==> src/rtl/ex_stage.sv <==
// RV32I execute stage: forwarding, ALU, branch/jump resolution and the EX/MEM pipeline register.
// Optional macro EX_FWD_EN compiles in operand forwarding from the M and W stages.
module ex_stage #(
    parameter int XLEN = 32
) (
    input  logic            clk,
    input  logic            reset,
    input  logic            MemReadE,
    input  logic            MemWriteE,
    input  logic            ALUSrcE,
    input  logic            JumpE,
    input  logic            RegWriteE,
    input  logic            BranchE,
    input  logic            MuxjalrE,
    input  logic [3:0]      ALUOpE,
    input  logic [2:0]      WriteBackE,
    input  logic [2:0]      funct3E,
    input  logic [XLEN-1:0] RD1E,
    input  logic [XLEN-1:0] RD2E,
    input  logic [XLEN-1:0] PCE,
    input  logic [XLEN-1:0] ImmExtE,
    input  logic [XLEN-1:0] PCPlus4E,
    input  logic [4:0]      RdE,
    input  logic [4:0]      Rs1E,
    input  logic [4:0]      Rs2E,
    input  logic [4:0]      RdW,
    input  logic            RegWriteW,
    input  logic [XLEN-1:0] ResultW,
    input  logic            StallM,
    input  logic            FlushM,
    output logic            PCSrcE,
    output logic [XLEN-1:0] PCTargetE,
    output logic            MemReadM,
    output logic            MemWriteM,
    output logic            RegWriteM,
    output logic [2:0]      WriteBackM,
    output logic [2:0]      funct3M,
    output logic [XLEN-1:0] ALUResultM,
    output logic [XLEN-1:0] WriteDataM,
    output logic [XLEN-1:0] PCPlus4M,
    output logic [4:0]      RdM
);

    logic            r_mem_read, r_mem_write, r_reg_write;
    logic [2:0]      r_write_back, r_funct3;
    logic [XLEN-1:0] r_alu_result, r_write_data, r_pc_plus4;
    logic [4:0]      r_rd;

    logic [XLEN-1:0] w_src_a, w_fwd_b, w_src_b, w_alu_result, w_jalr_sum;
    logic [4:0]      w_shamt;
    logic            w_cond;

`ifdef EX_FWD_EN
    logic [XLEN-1:0] w_m_value;

    // Operand bypass: M stage wins over W stage; x0 is never forwarded.
    always_comb begin
        w_m_value = (r_write_back == 3'b010) ? r_pc_plus4 : r_alu_result;
        if (r_reg_write && (r_rd != 5'd0) && (r_rd == Rs1E)) begin
            w_src_a = w_m_value;
        end else if (RegWriteW && (RdW != 5'd0) && (RdW == Rs1E)) begin
            w_src_a = ResultW;
        end else begin
            w_src_a = RD1E;
        end
        if (r_reg_write && (r_rd != 5'd0) && (r_rd == Rs2E)) begin
            w_fwd_b = w_m_value;
        end else if (RegWriteW && (RdW != 5'd0) && (RdW == Rs2E)) begin
            w_fwd_b = ResultW;
        end else begin
            w_fwd_b = RD2E;
        end
    end
`else
    logic w_unused;
    assign w_unused = ^{RdW, RegWriteW, ResultW, Rs1E, Rs2E};

    // Without bypassing the register-file operands are used directly.
    always_comb begin
        w_src_a = RD1E;
        w_fwd_b = RD2E;
    end
`endif

    assign w_src_b = ALUSrcE ? ImmExtE : w_fwd_b;
    assign w_shamt = w_src_b[4:0];

    // ALU operation select.
    always_comb begin
        w_alu_result = {XLEN{1'b0}};
        case (ALUOpE)
            4'b0000: w_alu_result = w_src_a + w_src_b;
            4'b0001: w_alu_result = w_src_a - w_src_b;
            4'b0010: w_alu_result = w_src_a << w_shamt;
            4'b0011: w_alu_result = {{(XLEN-1){1'b0}}, ($signed(w_src_a) < $signed(w_src_b))};
            4'b0100: w_alu_result = {{(XLEN-1){1'b0}}, (w_src_a < w_src_b)};
            4'b0101: w_alu_result = w_src_a ^ w_src_b;
            4'b0110: w_alu_result = w_src_a >> w_shamt;
            4'b0111: w_alu_result = $signed(w_src_a) >>> w_shamt;
            4'b1000: w_alu_result = w_src_a | w_src_b;
            4'b1001: w_alu_result = w_src_a & w_src_b;
            4'b1010: w_alu_result = w_src_b;
            4'b1011: w_alu_result = PCE + w_src_b;
            default: w_alu_result = {XLEN{1'b0}};
        endcase
    end

    // Branch condition compares the forwarded rs1/rs2 values, never the immediate.
    always_comb begin
        w_cond = 1'b0;
        case (funct3E)
            3'b000:  w_cond = (w_src_a == w_fwd_b);
            3'b001:  w_cond = (w_src_a != w_fwd_b);
            3'b100:  w_cond = ($signed(w_src_a) < $signed(w_fwd_b));
            3'b101:  w_cond = ($signed(w_src_a) >= $signed(w_fwd_b));
            3'b110:  w_cond = (w_src_a < w_fwd_b);
            3'b111:  w_cond = (w_src_a >= w_fwd_b);
            default: w_cond = 1'b0;
        endcase
    end

    assign w_jalr_sum = w_src_a + ImmExtE;
    assign PCSrcE     = JumpE | (BranchE & w_cond);
    assign PCTargetE  = MuxjalrE ? (w_jalr_sum & 32'hFFFF_FFFE) : (PCE + ImmExtE);

    // EX/MEM register: reset > flush > stall > load.
    always_ff @(posedge clk) begin
        if (!reset || FlushM) begin
            r_mem_read   <= 1'b0;
            r_mem_write  <= 1'b0;
            r_reg_write  <= 1'b0;
            r_write_back <= 3'b000;
            r_funct3     <= 3'b000;
            r_alu_result <= {XLEN{1'b0}};
            r_write_data <= {XLEN{1'b0}};
            r_pc_plus4   <= {XLEN{1'b0}};
            r_rd         <= 5'd0;
        end else if (!StallM) begin
            r_mem_read   <= MemReadE;
            r_mem_write  <= MemWriteE;
            r_reg_write  <= RegWriteE;
            r_write_back <= WriteBackE;
            r_funct3     <= funct3E;
            r_alu_result <= w_alu_result;
            r_write_data <= w_fwd_b;
            r_pc_plus4   <= PCPlus4E;
            r_rd         <= RdE;
        end
    end

    assign MemReadM   = r_mem_read;
    assign MemWriteM  = r_mem_write;
    assign RegWriteM  = r_reg_write;
    assign WriteBackM = r_write_back;
    assign funct3M    = r_funct3;
    assign ALUResultM = r_alu_result;
    assign WriteDataM = r_write_data;
    assign PCPlus4M   = r_pc_plus4;
    assign RdM        = r_rd;

endmodule
==> config.mk <==
export PLATFORM = sky130hd
export DESIGN_NAME = ex_stage
export DESIGN_NICKNAME = d
export VERILOG_FILES = /design/src/rtl/ex_stage.sv
export SDC_FILE = /design/constraint.sdc
export NUM_CORES = 1
export LEC_CHECK = 0
export ABC_AREA = 0
export CORE_MARGIN = 2
export CORE_UTILIZATION = 30
export CTS_CLUSTER_SIZE = 20
export DETAILED_ROUTE_END_ITERATION = 10
export REMOVE_ABC_BUFFERS = 1
export SLEW_MARGIN = 20
export SYNTH_ARGS = -nofsm -noshare
export SYNTH_HDL_FRONTEND = slang
export SYNTH_SLANG_ARGS = --single-unit
==> constraint.sdc <==
create_clock -name clk -period 4.2 [get_ports clk]
set_input_delay 0.63 -clock clk [delete_from_list [all_inputs] [get_ports clk]]
set_output_delay 0.63 -clock clk [all_outputs]
set_load 0.01 [all_outputs]
* Word level (Yosys, flattened, before mapping) *
Index checks and enable logic that the tools add are counted.

cells by class
  add/subtract/negate cells = 5
  magnitude comparators = 6
  eq/ne operators = 18
  shift operators = 3
  mux-type cells = 4
  bitwise gates (word level) = 5
  reductions and logical operators = 4

operator list
  operator              number
  $pmux W32 S12         1
  $add A32 B32 Y32      4
  $lt A32 B32 Y1        4
  $ge A32 B32 Y1        2
  $mux W32              2
  $and A32 B32 Y32      1
  $eq A32 B32 Y1        1
  $ne A32 B32 Y1        1
  $or A32 B32 Y32       1
  $shl A32 B5 Y32       1
  $shr A32 B5 Y32       1
  $sshr A32 B5 Y32      1
  $sub A32 B32 Y32      1
  $xor A32 B32 Y32      1
  $eq A4 B3 Y1 const B  4
  $eq A4 B4 Y1 const B  4
  $eq A3 B3 Y1 const B  4
  $eq A4 B2 Y1 const B  2
  $pmux W1 S6           1
  $eq A4 B1 Y1 const B  1
  $logic_not A4 Y1      1
  $eq A3 B1 Y1 const B  1
  $logic_not A3 Y1      1
  $and A1 B1 Y1         1
  other kinds (3)       3

storage, ports and cells
  flip-flop bits (word level) = 110
  output and inout port bits = 143

* Depth between registers and ports, before layout *
Gate-level depths: netlist (run 1).

  word-level depth = 4
  mapped depth = 19
  mapped depth without buffers = 15

* Least setup slack after synthesis (run 1) *
No wires, ideal clock.

  path kind = input -> register
  start point = input ALUSrcE
  end point = register r_alu_result[30], in the netlist ALUResultM[30]
  setup time = 0.095 ns
  data arrival time = 4.250 ns
  path slack = -0.146 ns
  stages = 19
  path buffers = 5
  cells stage by stage = buf_4 -> buf_2 -> buf_2 -> buf_2 -> clkbuf_1 -> nand2_1 -> o21ai_0 -> inv_1 -> ha_1 -> nor3_2 -> o31ai_1 -> a31oi_1 -> nor2_1 -> a2111oi_4 -> a211oi_2 -> nor4b_2 -> o21ai_0 -> a21o_1 -> a221oi_1

on the way
  longest elaborated chain between the ends = 3
  elaborated cells between the ends (all ways) = 11
  classes of those cells = add/sub (3); shift (3); mux (2); bitwise (3)

RTL lines
  element                                   RTL line  text
  start, declared                           10        input logic ALUSrcE,
  $mux W32 *                                85        assign w_src_b = ALUSrcE ? ImmExtE : w_fwd_b;
  $add A32 B32 Y32 (tied with other cells)  103       4'b1011: w_alu_result = PCE + w_src_b;
  $pmux W32 S12 *                           91        case (ALUOpE)
  end signal, assigned                      134       r_alu_result <= {XLEN{1'b0}};
  end signal, assigned                      144       r_alu_result <= w_alu_result;
  end, declared                             46        logic [XLEN-1:0] r_alu_result, r_write_data, r_pc_plus4;

Every way passes the cells marked *; elsewhere a longest branch is shown, timed or not.
A chain may end at the register's enable or synchronous reset.

* Worst setup path in the final report (run 1) *
  start point = input PCE[2]
  end point = output PCTargetE[31]

on the way
  longest elaborated chain between the ends = 2

RTL lines
  element           RTL line  text
  start, declared   20        input logic [XLEN-1:0] PCE,
  $add A32 B32 Y32  124       assign PCTargetE = MuxjalrE ? (w_jalr_sum & 32'hFFFF_FFFE) : (PCE + ImmExtE);
  $mux W32          124
  end, declared     32        output logic [XLEN-1:0] PCTargetE,

No other way between the ends.

==> results of run 1 <==
## flip-flops by register name (all words and copies together), names as in the netlist
| register | flops |
|---|---|
| RegWriteM | 1 |
| WriteDataM | 32 |
| PCPlus4M | 32 |
| ALUResultM | 32 |
| funct3M | 3 |
| MemReadM | 1 |
| WriteBackM | 3 |
| MemWriteM | 1 |
| RdM | 5 |
## power by group through the flow
stage | clock network (W) | registers [W] | logic (W)
floorplan | 0 | 0.00113 | 0.00178
global placement | 0 | 0.00112 | 0.00363
detailed placement | 0 | 0.00112 | 0.00366
CTS | 0.00102 | 0.00110 | 0.00374
global route | 0.00106 | 0.00110 | 0.00419
finish | 0.000990 | 0.00110 | 0.00391
## cells by family (layout without fill, tap and decap cells)
logic type	Yosys count	count (layout)
DFF	110	110
and+or+nand+nor	689	689
buffers and inverters	266	1087
xor gates and xnor gates	92	92
muxes	264	264
adders and majority gates	233	233
AOI/OAI and AO/OA	744	744
## layer usage
metal	share of wire	GRT usage
met5	0.00020	0
met4	0.037	0.112
met3	0.073	0.0469
met2	0.45	0.473
met1	0.44	0.388
## worst reg2reg max path, cell delays in order, from the launching register on
cell,delay (ns)
dfxtp_1,0.33
nand2_1,0.20
o221ai_1,0.21
a21oi_1,0.15
o21ai_0,0.10
a311oi_1,0.25
buf_4,0.18
o221ai_1,0.16
a221oi_1,0.31
a221oi_1,0.13
## final cells by class
| class | instances | area, µm² |
|---|---|---|
| clock inverters | 6 | 62.6 |
| repair buffers | 926 | 7860 |
| clock buffers | 10 | 229 |
| multi-input cells | 2022 | 15600 |
| flip-flops and latches | 110 | 2200 |
| inverters | 145 | 544 |
| well taps | 773 | 967 |
| fillers | 5910 | 31600 |
## through the flow
step | total power (W) | util | instance area, µm² | hold slack, ns
floorplan | 0.00292 | - | 17400 | 0.484
CTS | 0.00585 | 0.453 | 26700 | 0.468
global placement | 0.00475 | 0.441 | 26000 | 0.435
global route | 0.00634 | 0.465 | 27500 | 0.490
finish | 0.00599 | 0.465 | 27500 | 0.459
detailed placement | 0.00478 | 0.441 | 26000 | 0.445
## synth_stat cells (19+ instances only)
library cell / instances / area (µm²)
nor2_1: 234 / 878
ha_1: 229 / 2870
nand2_1: 222 / 833
mux2i_1: 220 / 2200
a21oi_1: 181 / 906
o21ai_0: 164 / 821
inv_1: 142 / 533
dfxtp_1: 110 / 2200
clkbuf_1: 79 / 297
a21o_1: 61 / 458
xnor2_1: 51 / 447
nand3_1: 48 / 240
nor3_1: 42 / 210
xor2_1: 41 / 359
a221oi_1: 37 / 324
mux2_2: 34 / 383
o211ai_1: 32 / 240
a211oi_1: 29 / 218
a31oi_1: 27 / 169
nand2b_1: 27 / 169
nor2b_1: 25 / 156
nand4_1: 19 / 119
o21a_1: 19 / 143
## worst max-delay path by stage
stage,start,end,cells past startpoint
floorplan,ALUSrcE,ALUResultM[29],13
global placement,ImmExtE[2],PCTargetE[31],14
detailed placement,ImmExtE[2],PCTargetE[31],14
CTS,RD1E[13],PCTargetE[31],14
global route,ImmExtE[2],PCTargetE[31],16
finish,PCE[2],PCTargetE[31],16
## repair_timing
item | in CTS | in global routing
setup buffers | 17 | 15
resized for setup | 184 | 166
endpoints found under the setup margin | 38 | 35
pin swaps | 53 | 54
gates cloned | 0 | 1
==> results by group, run 1 <==
Status
  • Status: complete, but fails checks
  • Failing checks: setup timing

Detailed routing
  • 1st-pass router iterations: 6
  • DRC viols: 0
  • Via count: 22300
  • Drt wl/cell: 23.3 µm
  • Vias per cell: 5.58
  • DRT iter0 DRCs: 2005
  • Routed WL: 92900 µm
  • ANT nets after route: 0

Floorplanning
  • Die H: 248 µm
  • Initial Util: 0.303
  • DIE AREA: 61600 µm²
  • IO Pins: 377
  • Die span in x: 248 µm
  • Num rows: 89
  • CORE AREA: 59000 µm²

Worst setup path
  • Crit path buf inv count: 5
  • Maximum fanout along the worst path: 3
  • RR Endpoint: ALUResultM[22]
  • Max incr delay on CP: 0.36 ns
  • Critical path endpoint category: output port
  • Critical Path Start Type: input port
  • CP max stage cell: a211oi_4
  • CP Class: in -> out
  • Delay-heaviest family, CP: compound AO/OA/AOI/OAI gates
  • Critical Path RT: 3.57 ns
  • Cell Chain, Critical Path: dlygate4sd2_1 -> ha_4 -> o211ai_1 -> o21ai_2 -> o211ai_1 -> buf_4 -> a211oi_4 -> o21ai_2 -> buf_4 -> a31oi_4 -> buf_4 -> a41o_1 -> xnor2_2 -> o211a_1 -> a211oi_2 -> buf_2
  • Worst EP arrival: 3.58 ns
  • R2R depth: 9
  • R2R Path Start: ALUResultM[22]
  • Setup slack, reg-to-reg: 2.03 ns
  • Crit-path most repeated cell: buf_4

Power and ir drop
  • Sequential share of power: 0.183
  • Sw power: 0.00267 W
  • VDD IR max: 225 µV
  • Logic pwr share: 0.652
  • Internal power: 0.00333 W
  • Leak: 12.8 nW
  • Switching share of power: 0.445
  • Clk network pwr share: 0.165
  • PD cells: 218 nW/µm²

STA
  • Max Slew Vio Count: 0
  • Setup violators final: 1
  • RSZ-0062 raised after global routing: true
  • FMAX: 237 MHz
  • Final Hold Fails: 0
  • Final period utilization: 1.00
  • Worst slew margin: 0.172
  • Setup TNS: -0.0107 ns
  • Least-Margin Pin Slew: 1.24 ns
  • Worst setup margin: -0.0107 ns
  • Clock Skews: 0 ns
  • Period minus WS final: 4.21 ns

Logic synthesis
  • Number of synthesis warnings: 0
  • Largest family of logic cells by synthesized area: compound AO/OA/AOI/OAI gates
  • Mapped Cells: 2398
  • Register area share after synthesis: 0.123
  • Main synth FF type: dfxtp_1
  • Adder-cell area share of the yosys netlist: 0.165
  • Async S/R FF share, synth: 0
  • Mux share of post-synthesis cell area: 0.156
  • #FFs+latches synth: 110
  • EDFF count, synth: 0
  • Post-Synth Simple-Gate Area: 0.173
  • Compound-Gate Fraction of Synth Area: 0.279
  • Synth Cell Area: 17900 µm²
  • Yosys cell types: 96
  • XOR/XNOR share of the synthesized area: 0.0451
  • Syn_area_per_cell: 7.46 µm²

Clock network
  • Clock transition at path regs: 0.10 ns
  • CTS Buffer Depth: 2
  • H-tree depth: 3
  • Clock Latency Late Sink: 0.41 ns
  • Clock tree from TritonCTS: built
  • CTS Buf Count: 9
  • Hold_buf cts: 0
  • Clock Tree Root: clkbuf_16
  • Sinks on Clock Net: 110

Placed design
  • Worst slack at placement: -1.23 ns
  • # port buffers: 328
  • Placer Congestion: 0.984
  • Dpl cells: 3946
  • Final HPWL DP: 74600 µm

GRT
  • Initial antenna violation count: 3
  • Largest net degree at the start of global routing: 104
  • Remaining global-route overflow: 0
  • Vias in the first global route: 22100
  • GRT Total Usage: 0.292
  • First-pass GRT wire length: 136000 µm

Final layout
  • Syn-to-layout area delta: 53.6%
  • Final net count: 3681
  • Commonest non-fill, non-tap cell in the layout: buf_4
  • Non-filler cells, final: 3992
  • Commonest cells after routing, fill and taps aside: buf_4 (576), clkdlybuf4s50_1 (242), nor2_1 (232)
  • Share of cells above drive strength 1: 0.261
  • Antenna fix cells: 0

Run
  • # Max-Cap Violations: 0

Hold path
  • Min-delay src: ALUResultM[4]
  • Hold depth: 2
  • Worst hold-check path type: reg -> reg
  • Hold Path Sink: ALUResultM[4]
Note: power is estimated with default switching activity, not from simulation.
==> inputs of run 2 (changes only) <==
- CORE_UTILIZATION: 30 -> 29
- CTS_BUF_LIST: default -> sky130_fd_sc_hd__clkbuf_4
==> results by group, run 2 (synthesis gave the netlist of run 1 again) <==
Hold path
  • Worst hold-check path type: in -> reg

Worst setup path
  • Cell Chain, Critical Path: buf_4 -> ha_4 -> a21o_1 -> a31o_1 -> a221o_1 -> a22o_4 -> o31ai_4 -> buf_6 -> a21oi_4 -> o21a_1 -> or3_1 -> and4_1 -> a211oi_2 -> buf_2
  • Delay-heaviest family, CP: compound AO/OA/AOI/OAI gates
  • Max incr delay on CP: 0.36 ns
  • Worst EP arrival: 3.57 ns
  • Critical Path RT: 3.57 ns
  • Critical path endpoint category: output port
  • CP max stage cell: a221o_1
  • CP Class: in -> out
  • Critical Path Start Type: input port
  • Crit path buf inv count: 3
  • Maximum fanout along the worst path: 4

Final layout
  • Commonest non-fill, non-tap cell in the layout: buf_4
  • Commonest cells after routing, fill and taps aside: buf_4 (637), clkdlybuf4s50_1 (255), nor2_1 (233)
  • Design area: 27300 µm²
  • Final net count: 3731
  • Fillers: 6213
  • Register area: 2200 µm²
  • Share of cells above drive strength 1: 0.262
  • Multi-input gate area: 15400 µm²
  • Syn-to-layout area delta: 52.9%
  • Layout Utilization: 0.446

Detailed routing
  • 1st-pass router iterations: 5
  • DRT iter0 DRCs: 1904
  • Routed WL: 87300 µm
  • Vias per cell: 5.38
  • DRC viols: 0
  • ANT nets after route: 0
  • Via count: 21900
  • Drt wl/cell: 21.5 µm

Clock network
  • Clock transition at path regs: 0.24 ns
  • Sinks on Clock Net: 110
  • CTS Buffer Depth: 2
  • CTS Buf Count: 9
  • Clock Latency Late Sink: 0.65 ns
  • Clock tree from TritonCTS: built
  • Clock Tree Root: clkbuf_4
  • H-tree depth: 3

STA
  • FMAX: 238 MHz
  • Max Slew Vio Count: 0
  • Least-Margin Pin Slew: 0.935 ns
  • Worst setup margin: -0.00000577 ns
  • Period minus WS final: 4.20 ns
  • Final Hold Fails: 0
  • Clock Skews: 0 ns
  • RSZ-0062 raised after global routing: true
  • Setup violators final: 1
  • Final period utilization: 1.00
  • Worst slew margin: 0.375

GRT
  • GRT Total Usage: 0.266
  • Most used routing layer: met2
  • Met2 Use GR: 0.429
  • Vias in the first global route: 21100
  • Grt met1 use: 0.347
  • Initial antenna violation count: 7
  • First-pass GRT wire length: 129000 µm
  • Largest net degree at the start of global routing: 75
  • GR Layer Usage met3: 0.0544
  • Remaining global-route overflow: 0

Power and ir drop
  • Internal power: 0.00307 W
  • Sw power: 0.00256 W
  • Logic pwr share: 0.685
  • Design Power: 0.00563 W
  • PD cells: 206 nW/µm²
  • Sequential share of power: 0.195
  • VDD IR max: 147 µV
  • Clk network pwr share: 0.120
  • Switching share of power: 0.455
  • Leak: 12.8 nW

Placed design
  • Area after DPL: 26500 µm²
  • Final HPWL DP: 70400 µm
  • Worst slack at placement: -1.09 ns
  • # port buffers: 328
  • Placer Congestion: 1.01

Floorplanning
  • Num rows: 91
  • CORE AREA: 61400 µm²
  • IO Pins: 377
  • DIE AREA: 63700 µm²
  • Initial Util: 0.291
  • Die H: 252 µm
  • Die span in x: 252 µm

Status
  • Status: complete, but fails checks
  • Failing checks: setup timing

Run
  • # Max-Cap Violations: 0
[run 2: cell count changes in the layout (fill, tap and decap cells not counted), sizes merged]
cell / change
buf: +53
clkbuf: -3
clkdlybuf4s15: +2
clkdlybuf4s50: +13
diode: +5
dlygate4sd1: +1
dlygate4sd2: +7
dlymetal6s2s: -24
inv: +1
[run 2: through the flow]
step	hold slack (ns)	std cells	setup TNS, ns
detailed placement	0.448	4028	-26.19
global placement	0.442	4028	-26.07
CTS	0.344	4054	-0.117
floorplan	0.484	2277	-83.88
finish	0.392	4064	-0.00000577
global route	0.379	4063	-0.392
[run 2: layer usage]
metal / vias to the layer above / routed length (µm)
met5: - / 27
met4: 4 / 3280
met3: 173 / 6980
met2: 837 / 39300
met1: 10300 / 37700
li1: 10600 / -
[run 2: power by group through the flow]
stage / Sequential [W] / Combinational [W] / Clock [W]
floorplan: 0.00113 / 0.00178 / 0
global placement: 0.00112 / 0.00369 / 0
detailed placement: 0.00112 / 0.00368 / 0
CTS: 0.00110 / 0.00375 / 0.000698
global route: 0.00110 / 0.00415 / 0.000725
finish: 0.00110 / 0.00385 / 0.000675
[run 2: final cells by class]
type | instances | area share
antenna | 5 | 0.000458
clock inverter | 7 | 0.00256
tap | 790 | 0.0361
timing repair buffer | 976 | 0.296
inverter | 145 | 0.0200
clock buffer | 9 | 0.00247
sequential | 110 | 0.0805
multi-input combinational | 2022 | 0.562
[run 2: path summary, 6_finish.rpt]
path	start	to	slack (ns)	cells past startpoint
hold / removal	StallM	ALUResultM[17]	0.39	3
setup reg to reg	ALUResultM[22]	ALUResultM[22]	1.87	8
setup / recovery	ImmExtE[15]	PCTargetE[31]	-0.000006	14
hold reg to reg	ALUResultM[4]	ALUResultM[4]	0.48	2
[run 2: timing repair]
item | in CTS | in global routing
pin swaps | 53 | 34
endpoints found under the setup margin | 31 | 31
buffers inserted | 11 | 5
hold buffers | 0 | 0
resized for setup | 193 | 97
[run 2: worst register-to-register path: stages, from the launching register on]
cell,delay [ns]
dfxtp_1,0.38
nand2_1,0.11
o221ai_1,0.18
a21oi_1,0.14
o21ai_0,0.17
a311oi_1,0.47
o221ai_1,0.30
a221oi_1,0.34
a221oi_1,0.12
